**src/rtl/l1_cache_control.sv**
```systemverilog
// l1_cache_control: control FSM for the 2-way, 8-set L1 cache (hit service, writeback, fill, event counters)
// Ports: clk/rst; CPU side mem_read/mem_write/mem_resp; memory side pmem_read/pmem_write/pmem_resp;
// datapath flags hit/dirty; array read/load strobes, data_load, dirty_in, addr_sel, data_sel;
// counter_clear and hit_count/miss_count/wb_count performance counters.
module l1_cache_control #(
   parameter int CNT_W = 32
) (
   input  logic             clk,
   input  logic             rst,
   input  logic             mem_read,
   input  logic             mem_write,
   output logic             mem_resp,
   output logic             pmem_read,
   output logic             pmem_write,
   input  logic             pmem_resp,
   input  logic             hit,
   input  logic             dirty,
   output logic             tag_read,
   output logic             valid_read,
   output logic             dirty_read,
   output logic             data_read,
   output logic             lru_read,
   output logic             tag_load,
   output logic             valid_load,
   output logic             dirty_load,
   output logic             lru_load,
   output logic [1:0]       data_load,
   output logic             dirty_in,
   output logic             addr_sel,
   output logic             data_sel,
   input  logic             counter_clear,
   output logic [CNT_W-1:0] hit_count,
   output logic [CNT_W-1:0] miss_count,
   output logic [CNT_W-1:0] wb_count
);
   typedef enum logic [2:0] {IDLE, CHECK, WB, FILL, REFRESH} state_t;
   state_t state_q, state_d;
   logic refill_q, refill_d;
   logic req, rd_all, hit_inc, miss_inc, wb_inc;
   assign req = mem_read | mem_write;
   assign {tag_read, valid_read, dirty_read, data_read, lru_read} = {5{rd_all}};
   // refill_q marks the CHECK that follows a fill so its hit is not counted again
   assign refill_d = (state_q == FILL && pmem_resp) || (refill_q && state_d != IDLE);
   assign hit_inc  = state_q == CHECK && req && hit && !refill_q;
   assign miss_inc = state_q == CHECK && req && !hit;
   assign wb_inc   = state_q == WB && pmem_resp;
   always_comb begin
      state_d    = state_q;
      rd_all     = 1'b0;
      mem_resp   = 1'b0;
      pmem_read  = 1'b0;
      pmem_write = 1'b0;
      tag_load   = 1'b0;
      valid_load = 1'b0;
      dirty_load = 1'b0;
      lru_load   = 1'b0;
      data_load  = 2'b00;
      dirty_in   = 1'b0;
      addr_sel   = 1'b0;
      data_sel   = 1'b0;
      case (state_q)
         IDLE: begin
            rd_all  = 1'b1;
            state_d = req ? CHECK : IDLE;
         end
         CHECK: begin
            if (!req) begin
               state_d = IDLE;
            end else if (hit) begin
               mem_resp   = 1'b1;
               lru_load   = 1'b1;
               data_load  = mem_write ? 2'b01 : 2'b00;
               dirty_load = mem_write;
               dirty_in   = mem_write;
               state_d    = IDLE;
            end else begin
               state_d = dirty ? WB : FILL;
            end
         end
         WB: begin
            addr_sel   = 1'b1;
            pmem_write = 1'b1;
            state_d    = pmem_resp ? FILL : WB;
         end
         FILL: begin
            data_sel   = 1'b1;
            pmem_read  = 1'b1;
            data_load  = pmem_resp ? 2'b10 : 2'b00;
            tag_load   = pmem_resp;
            valid_load = pmem_resp;
            dirty_load = pmem_resp;
            state_d    = pmem_resp ? REFRESH : FILL;
         end
         REFRESH: begin
            rd_all  = 1'b1;
            state_d = CHECK;
         end
         default: state_d = IDLE;
      endcase
   end
   always_ff @(posedge clk) begin
      if (rst) begin
         state_q  <= IDLE;
         refill_q <= 1'b0;
      end else begin
         state_q  <= state_d;
         refill_q <= refill_d;
      end
   end
   always_ff @(posedge clk) begin
      if (rst || counter_clear) begin
         hit_count  <= '0;
         miss_count <= '0;
         wb_count   <= '0;
      end else begin
         hit_count  <= hit_count + CNT_W'(hit_inc);
         miss_count <= miss_count + CNT_W'(miss_inc);
         wb_count   <= wb_count + CNT_W'(wb_inc);
      end
   end
endmodule

```
**config.mk**
```make
export PLATFORM = sky130hd
export DESIGN_NAME = l1_cache_control
export DESIGN_NICKNAME = d
export VERILOG_FILES = /design/src/rtl/l1_cache_control.sv
export SDC_FILE = /design/constraint.sdc
export NUM_CORES = 1
export LEC_CHECK = 0
export BUFFER_PORTS_ARGS = -buffer_cell sky130_fd_sc_hd__clkbuf_2
export CAP_MARGIN = 20
export CELL_PAD_IN_SITES_DETAIL_PLACEMENT = 0
export CELL_PAD_IN_SITES_GLOBAL_PLACEMENT = 1
export CORE_AREA = 2 2 117 119
export CTS_CLUSTER_SIZE = 20
export DETAILED_ROUTE_END_ITERATION = 6
export DIE_AREA = 0 0 119 121
export MAX_ROUTING_LAYER = met4
export PLACE_DENSITY_LB_ADDON = 0.1
export SYNTH_ARGS = -nofsm -noshare
export SYNTH_HDL_FRONTEND = slang
export SYNTH_SLANG_ARGS = --single-unit
```
**constraint.sdc**
```tcl
create_clock -name clk -period 2.46 [get_ports clk]
set_input_delay 0.123 -clock clk [delete_from_list [all_inputs] [get_ports clk]]
set_output_delay 0.123 -clock clk [all_outputs]
set_load 0.03 [all_outputs]
```
* After elaboration in Yosys (flattened, before gate mapping)
Cells that the tools add are included. Widths: inputs -> output; s select.
Storage, ports and cells: output and inout port bits 113, bits of input ports 8, register bits 100, logic and storage cells 50
Operators by class: mux-type cells 23, $add $sub $neg 3, reduce and logical (&&, ||, !) cells 14, eq/ne operators 4, bitwise operators 1
Operators with widths (count):
- $add 32x1->32 | 3
- $mux 1 | 16
- $pmux 3 s5 | 1
- $logic_and 1x1->1 | 7
- $eq 3x2->1 const B | 2
- $mux 2 | 3
- $pmux 2 s2 | 1
- $eq 3x1->1 const B | 1
- $eq 3x3->1 const B | 1
- $logic_not 3->1 | 1
- $mux 3 | 1
- $reduce_bool 3->1 | 1
- $logic_not 1->1 | 2
- $logic_or 1x1->1 | 2
- $pmux 1 s2 | 1
- $reduce_or 2->1 | 1
- $or 1x1->1 | 1

* Depth between registers and ports, before layout
Gate-level depths: netlist of the first run.
word-level depth 7, depth in mapped cells 10, mapped depth without buffers 10

* Worst setup path before layout of the first run
OpenSTA, ideal clock, no wires.
kind reg-to-reg, start register state_q[1], end register wb_count[26], buffers on the path 0, stages on the path, launching flop included 11, slack -0.408 ns, data arrival time 2.797 ns, data required time 2.389 ns, library setup time 0.071 ns, period minus slack after synthesis 2.868 ns, path through dfxtp_1 -> nor2b_1 -> nor2b_1 -> and2_1 -> ha_1 -> ha_1 -> nand2_1 -> nor2_1 -> nand3_4 -> or4_1 -> a21oi_1
Between the ends: longest elaborated chain between the ends 3
RTL lines:
- start: declaration | RTL line 37 | state_t state_q, state_d;
- start signal: assignment | RTL line 106 | state_q <= state_d;
- $eq 3x2->1 | RTL line 46 | assign wb_inc = state_q == WB && pmem_resp;
- $logic_and 1x1->1 | RTL line 46
- $add 32x1->32 | RTL line 118 | wb_count <= wb_count + CNT_W'(wb_inc);
- end signal: assignment | RTL line 118
- end: declaration | RTL line 34 | output logic [CNT_W-1:0] wb_count
No other way between the ends. A chain may end at the register's enable or synchronous reset.

* Final worst setup path of the first run
start register state_q[2], end register hit_count[23]
Between the ends: longest elaborated chain between the ends 5
RTL lines:
- $eq 3x1->1 | RTL line 44 | assign hit_inc = state_q == CHECK && req && hit && !refill_q;
- $logic_and 1x1->1 (3 in a row) | RTL line 44
- $add 32x1->32 | RTL line 116 | hit_count <= hit_count + CNT_W'(hit_inc);
- end signal: assignment | RTL line 116
- end: declaration | RTL line 32 | output logic [CNT_W-1:0] hit_count,
No other way between the ends.

==> summary.md, run 1 <==
| Metric | Value |
|---|---|
| Leakage | `approximately 0.0023 uW` |
| Placed cell area | `roughly 0.0053 sq mm` |
| Cell area after synthesis | `~0.0045 sq mm` |
| Outcome | `complete, no violations` |
| Clock transition at the registers of the reported paths | `~0.070 ns` |
| CP required | `2.74 ns` |
| Setup Crit Path Kind | `register to register` |
| Die Area | `roughly 0.014 sq mm` |
| Nets | `roughly 660` |
| Die width | `around 120 um` |
| Hold-fix buffers at CTS | `0` |
| CTS HTree Levels | `3` |
| Tightest Pin Transition | `~0.67 ns` |
| Initial Utilization | `0.342` |
| Compound-Gate Fraction of Synth Area | `0.0313` |
| Adder-Cell Fraction of Synth Area | `0.0196` |
| Layout area overhead | `26.2%` |
| Clock sink count | `100` |
| Routed wire length | `~11000 um` |
| Iteration-0 DRC Markers | `roughly 210` |
| Rows | `between 40 and 50` |
| Max frequency | `444 MHz` |
| Post-Route Setup TNS | `0 ns` |
| Crit path capture type | `register` |
| Biggest area consumer among synthesized cells | `dfxtp_1` |
| Type of the worst min-delay path | `input port to register` |
| Clock buffer depth | `2` |
| Max_cap viols | `0` |
| Fin crit share | `0.916` |
| Root Driver | `clkbuf_16` |
| Core box area | `0.0131 sq mm` |
| Startpoint types | `register` |
| GP Congestion | `approximately 0.77` |
| Syn avg cell area | `between 8 and 9 sq um` |
| WL/cell | `approximately 14 um` |
| Warnings from Yosys | `0` |
| Share of layout cells above drive strength 1 | `0.270` |
| Vias/cell | `4.82` |
| GRT overflow | `0` |
| Worst slack, placed | `approximately 0.095 ns` |
| Synth area leaders | `dfxtp_1, xor2_1, nor2_1, nand3_1, nand4_1` |
| Pwr per Cell Area | `around 550 mW/mm^2` |
| Largest family of logic cells by synthesized area | `simple AND/OR/NAND/NOR gates` |
| Cells after Synth | `515` |
| GRT Overall Usage | `0.161` |
| FF+latch count, synth | `100` |
| Mux share of post-synthesis cell area | `0` |
| I/O Buffers | `120` |
| Vias | `3953` |
| Synth unique cells | `35` |
| Pwr Total | `around 3100 uW` |
| Finished Cell Area | `0.00565 sq mm` |
| Final slew viol count | `0` |
| Boundary Pins | `~120` |
| Clock latency at the later pin of the worst-skew pair | `about 0.34 ns` |
| Largest net degree at the start of global routing | `90` |
| Clk_skew | `0.00729 ns` |
| Hpwl dp | `just over 8000 um` |
| Initial antenna violation count | `0` |
| Worst Path Max Fanout | `4` |
| Die extent in y | `121 um` |
| Final setup margin | `about 0.21 ns` |
| Post-synth net total | `530` |
| Number of remaining DRC errors | `0` |
| Post-route ant nets | `0` |
| Synth top area share | `0.448` |
| First-pass GRT wire length | `18100 um` |
| Peak VDD IR | `0.311 mV` |
| Drt pass-1 iters | `4` |
| Part of the Yosys area used for sequential elements | `0.448` |
| Num CTS Buffers | `9` |
| # setup viols final | `0` |
| Post-Synth Simple-Gate Area | `0.316` |
| Post-Synth XOR/XNOR Area | `0.155` |
| Final Util | `0.431` |
| Unrepaired setup endpoints after global routing | `no` |
| ANT cells | `0` |
| Slew headroom | `0.551` |
| CTS tree | `built` |
| Period minus WS final | `between 2 and 2.5 ns` |
| Vias in the first global route | `between 3000 and 4000` |
| Hold Fails Final Rpt | `0` |
| Arr. time, crit path | `2.54 ns` |
power breakdown:
group | switching (uW) | internal, uW | total (uW)
Combinational | 113 | 43.3 | 157
Clock | 595 | 734 | 1330
Sequential | 5.87 | 1620 | 1630
layout make-up:
type / instances / area (sq um)
Inverter: 8 / 30.0
Tap cell: 176 / 220
Sequential cell: 100 / 2000
Clock inverter: 2 / 10.0
Multi-Input combinational cell: 387 / 2400
Timing Repair Buffer: 134 / 726
Fill cell: 1361 / 7440
Clock buffer: 13 / 260
synthesized netlist by cell type (all sizes together):
master and n:
a222oi 1, clkbuf 10, or3 11, nor4 7, or4 2, and2 10, nand2 32, nor3 14
nor2b 4, nand3b 1, xnor2 20, and4 4, o31ai 1, and3 13, inv 8, o21ai 10
a21oi 13, o211ai 1, nor2 100, xor2 59, nand4 31, buf 10, dfxtp 100, ha 7
or2 2, nand3 44
critical path, cell delays in order, from the launching register on:
cell and delay (ns):
dfxtp_1 0.36, nor2_2 0.13, nand3_2 0.14, nor3_4 0.24
ha_2 0.20, nand4_1 0.20, nor3_4 0.30, nand2_1 0.14
or4_1 0.41, nand2_1 0.07
per-stage QoR:
stage	hold slack (ns)	std cells
after floorplan	0.195	515
after global placement	0.401	804
after detailed placement	0.395	804
after CTS	0.0229	819
after global routing	0.0385	820
final	0.0269	820
cell usage in the layout, fill, tap and decap left out, types with 3 or more instances in the layout:
| cell type | instances |
|---|---|
| a21oi_1 | 13 |
| and2_1 | 10 |
| and3_1 | 13 |
| buf_4 | 11 |
| clkbuf_16 | 9 |
| clkbuf_2 | 120 |
| dfxtp_1 | 99 |
| ha_1 | 3 |
| ha_2 | 4 |
| inv_1 | 8 |
| nand2_1 | 31 |
| nand3_1 | 41 |
| nand4_1 | 31 |
| nor2_1 | 97 |
| nor3_1 | 11 |
| nor4_1 | 3 |
| o21ai_0 | 10 |
| or3_1 | 10 |
| xnor2_1 | 20 |
| xor2_1 | 59 |
worst paths after layout:
path | start | end | slack, ns | cells past startpoint
max | state_q[2]$_SDFF_PP0_ | hit_count[23]$_SDFF_PP0_ | 0.21 | 9
min reg2reg | wb_count[31]$_SDFF_PP0_ | wb_count[31]$_SDFF_PP0_ | 0.49 | 2
max reg2reg | state_q[2]$_SDFF_PP0_ | hit_count[23]$_SDFF_PP0_ | 0.21 | 9
min | rst | state_q[1]$_SDFF_PP0_ | 0.03 | 2
flip-flops by register name (all words and copies together) (netlist names):
signal / cells
hit_count: 32
state_q: 3
refill_q: 1
wb_count: 32
miss_count: 32
metal layers:
metal	track usage	vias up	share of wire
met1	0.210	1859	0.49
met5	-	-	0
met3	0.0296	11	0.036
met4	0.0625	0	0.012
li1	-	2002	-
met2	0.250	81	0.46
cells by family (layout without fill, tap and decap cells):
logic type,count (synthesis),after routing
compound gates,26,26
xor+xnor,79,79
buf+inv,28,157
fa+ha+maj,7,7
flops,100,100
simple gates,275,275
timing repair:
item	in CTS	in global routing
resized for setup	0	16
buffers inserted	0	1
setup endpoints to repair	0	29
Note: power is estimated with default switching activity, not from simulation.
==> run 2, diff against run 1 <==
Settings changed: CELL_PAD_IN_SITES_GLOBAL_PLACEMENT 1 to 2, CORE_AREA 2 2 117 119 to 2 2 132 134, DIE_AREA 0 0 119 121 to 0 0 134 136.
==> run 2 against run 1 <==
- sequential share of layout area fell by 0.38 points
- die area rose by 27%
- cell count is 6.8% higher
- wire length up 7.9%
- critical endpoint is now wb_count[26]$_SDFF_PP0_
- largest cell class unchanged
- highest routed layer unchanged
==> summary.md, run 2 (same netlist as run 1, synthesis figures left out) <==
| Metric | Value |
|---|---|
| GRT overflow | `0 (unchanged)` |
| I/O Buffers | `120 (unchanged)` |
| Num CTS Buffers | `9 (unchanged)` |
| Startpoint types | `register` |
| Period minus WS final | `2.27 ns (+0.0218 ns)` |
| Crit path capture type | `register` |
| Nets | `660 (+0.76%)` |
| Vias in the first global route | `3805 (+4.4%)` |
| Final non-filler cell total | `876 (+6.8%)` |
| Type of the worst min-delay path | `input port to register` |
| Largest net degree at the start of global routing | `29 (-68%)` |
| Leakage | `0.00227 uW (+0.76%)` |
| Tightest Pin Transition | `0.648 ns (-0.0203 ns)` |
| Most common cell after layout, fill and taps aside | `clkbuf_2` |
| CTS tree | `built` |
| Routed wire length | `12200 um (+7.9%)` |
| Die Area | `0.0182 sq mm (+27%)` |
| Pwr per Cell Area | `548 mW/mm^2 (-0.76%)` |
| Clock transition at the registers of the reported paths | `0.07 ns (about the same)` |
| Max frequency | `440 MHz (-0.96%)` |
| Max_cap viols | `0 (unchanged)` |
| Sw Share | `0.241 (+0.0116)` |
| Arr. time, crit path | `2.56 ns (+0.02 ns)` |
| Initial Utilization | `0.265 (-0.0768)` |
| Peak VDD IR | `0.314 mV (+1.0%)` |
| # setup viols final | `0 (unchanged)` |
| Fin crit share | `0.924 (+0.00885)` |
| Clock latency at the later pin of the worst-skew pair | `0.35 ns (about the same)` |
| Max stage delay on crit path | `0.51 ns (+0.10 ns)` |
| Final Util | `0.338 (-0.0933)` |
| Clock share of power | `0.430 (+0.003)` |
| Initial antenna violation count | `0 (unchanged)` |
| Flop pwr share | `0.521 (-0.002)` |
| Layout area overhead | `27.6%` |
| Post-CTS setup buffer count | `0 (unchanged)` |
| Root Driver | `clkbuf_16` |
| Cell-by-cell trace of the critical path | `nor2b_2 -> nor2b_4 -> and2_1 -> ha_1 -> ha_2 -> nand2_2 -> nor2_4 -> nand3_4 -> or4_1 -> a21oi_1` |
| Core box area | `0.0169 sq mm (+29%)` |
| Clock buffer depth | `2 (unchanged)` |
| GP Congestion | `0.728 (-5.6%)` |
| WP buf/inv | `0 (unchanged)` |
| Rows | `48 (+14%)` |
| Hold-fix buffers at CTS | `0 (unchanged)` |
| Vias | `3958 (+0.13%)` |
| Hold Fails Final Rpt | `0 (unchanged)` |
| WL met2 | `5600 um (+8.8%)` |
| WL met1 | `5780 um (+3.7%)` |
| GRT Overall Usage | `0.140 (-0.0207)` |
| CP max stage cell | `or4_1` |
| Share of layout cells above drive strength 1 | `0.274 (+0.00366)` |
| R2R setup slack | `0.19 ns (-0.02 ns)` |
| Post-route ant nets | `0 (unchanged)` |
| Drt pass-1 iters | `4 (unchanged)` |
| CP delay by family, top | `simple AND/OR/NAND/NOR gates` |
| Metal3 WL | `542 um (+34%)` |
| Setup Crit Path Kind | `register to register` |
| Worst Path Max Fanout | `4 (unchanged)` |
| Final slew viol count | `0 (unchanged)` |
| Pwr Total | `3120 uW (+0.32%)` |
| Boundary Pins | `121 (unchanged)` |
| Iteration-0 DRC Markers | `153 (-26%)` |
| Internal power | `2370 uW (-1.2%)` |
| Clock sink count | `100 (unchanged)` |
| Commonest non-fill, non-tap cells in the layout | `clkbuf_2, dfxtp_1, nor2_1` |
| Placed cells | `859 (+6.8%)` |
| Slew headroom | `0.564 (+0.0137)` |
| Biggest regs | `hit_count x32, miss_count x32, wb_count x32` |
| First-pass GRT wire length | `19600 um (+8.0%)` |
| Unrepaired setup endpoints after global routing | `yes` |
| Number of remaining DRC errors | `0 (unchanged)` |
| Clk_skew | `0.0104 ns (+0.00307 ns)` |
| Die width | `134 um (+13%)` |
| Outcome | `complete, no violations` |
| WL/cell | `13.9 um (+0.99%)` |
| Switching power total | `753 uW (+5.4%)` |
| Die extent in y | `136 um (+12%)` |
| DR top layer | `met4` |
| Post-CTS sizing | `0 (unchanged)` |
| CP required | `2.74 ns (about the same)` |
| CTS HTree Levels | `3 (unchanged)` |
| Hpwl dp | `8990 um (+10%)` |
| Vias/cell | `4.52 (-6.3%)` |
| Combinational Power Share | `0.049 (about the same)` |
-- run 2: worst reg2reg max path, cell delays in order, from the launching register on --
cell and delay [ns]:
dfxtp_2 0.35, nor2b_2 0.16, nor2b_4 0.19, and2_1 0.14
ha_1 0.18, ha_2 0.21, nand2_2 0.10, nor2_4 0.14
nand3_4 0.10, or4_1 0.51, a21oi_1 0.14
-- run 2: power groups by stage --
stage	registers, uW	clock network (uW)	logic (uW)
2_1_floorplan	1660	0	116
3_3_place_gp	1660	0	155
3_5_place_dp	1670	0	155
4_1_cts	1630	1410	156
5_1_grt	1630	1470	167
6_report	1630	1340	152
-- run 2: worst paths after layout --
kind                            from                      end  cells past startpoint
max            state_q[1]$_SDFF_PP0_  wb_count[26]$_SDFF_PP0_                     10
min                              rst    state_q[2]$_SDFF_PP0_                      2
max reg2reg    state_q[1]$_SDFF_PP0_  wb_count[26]$_SDFF_PP0_                     10
min reg2reg  wb_count[31]$_SDFF_PP0_  wb_count[31]$_SDFF_PP0_                      2
-- run 2: metal layers --
metal	vias up	GRT usage
li1	2017	-
met1	1843	0.179
met2	83	0.220
met3	15	0.0268
met4	0	0.0567
met5	-	-
-- run 2: final cells by class --
| class | count | area (sq um) |
|---|---|---|
| fill | 1826 | 11200 |
| multi-input combinational | 387 | 2370 |
| sequential | 100 | 2000 |
| timing repair buffer | 139 | 747 |
| tap | 225 | 282 |
| clock buffer | 11 | 243 |
| inverter | 8 | 30.0 |
| clock inverter | 5 | 27.5 |
| antenna | 1 | 2.50 |
-- run 2: through the flow --
stage                     hold WS [ns]  cell area [sq um]  setup slack (ns)  setup TNS (ns)
after floorplan                  0.195               4490           -0.0101         -0.0306
after global placement           0.396               5400             0.120               0
after detailed placement         0.394               5400            0.0530               0
after CTS                       0.0221               5670            0.0413               0
after global routing            0.0401               5700           -0.0104         -0.0104
final                           0.0351               5710             0.186               0
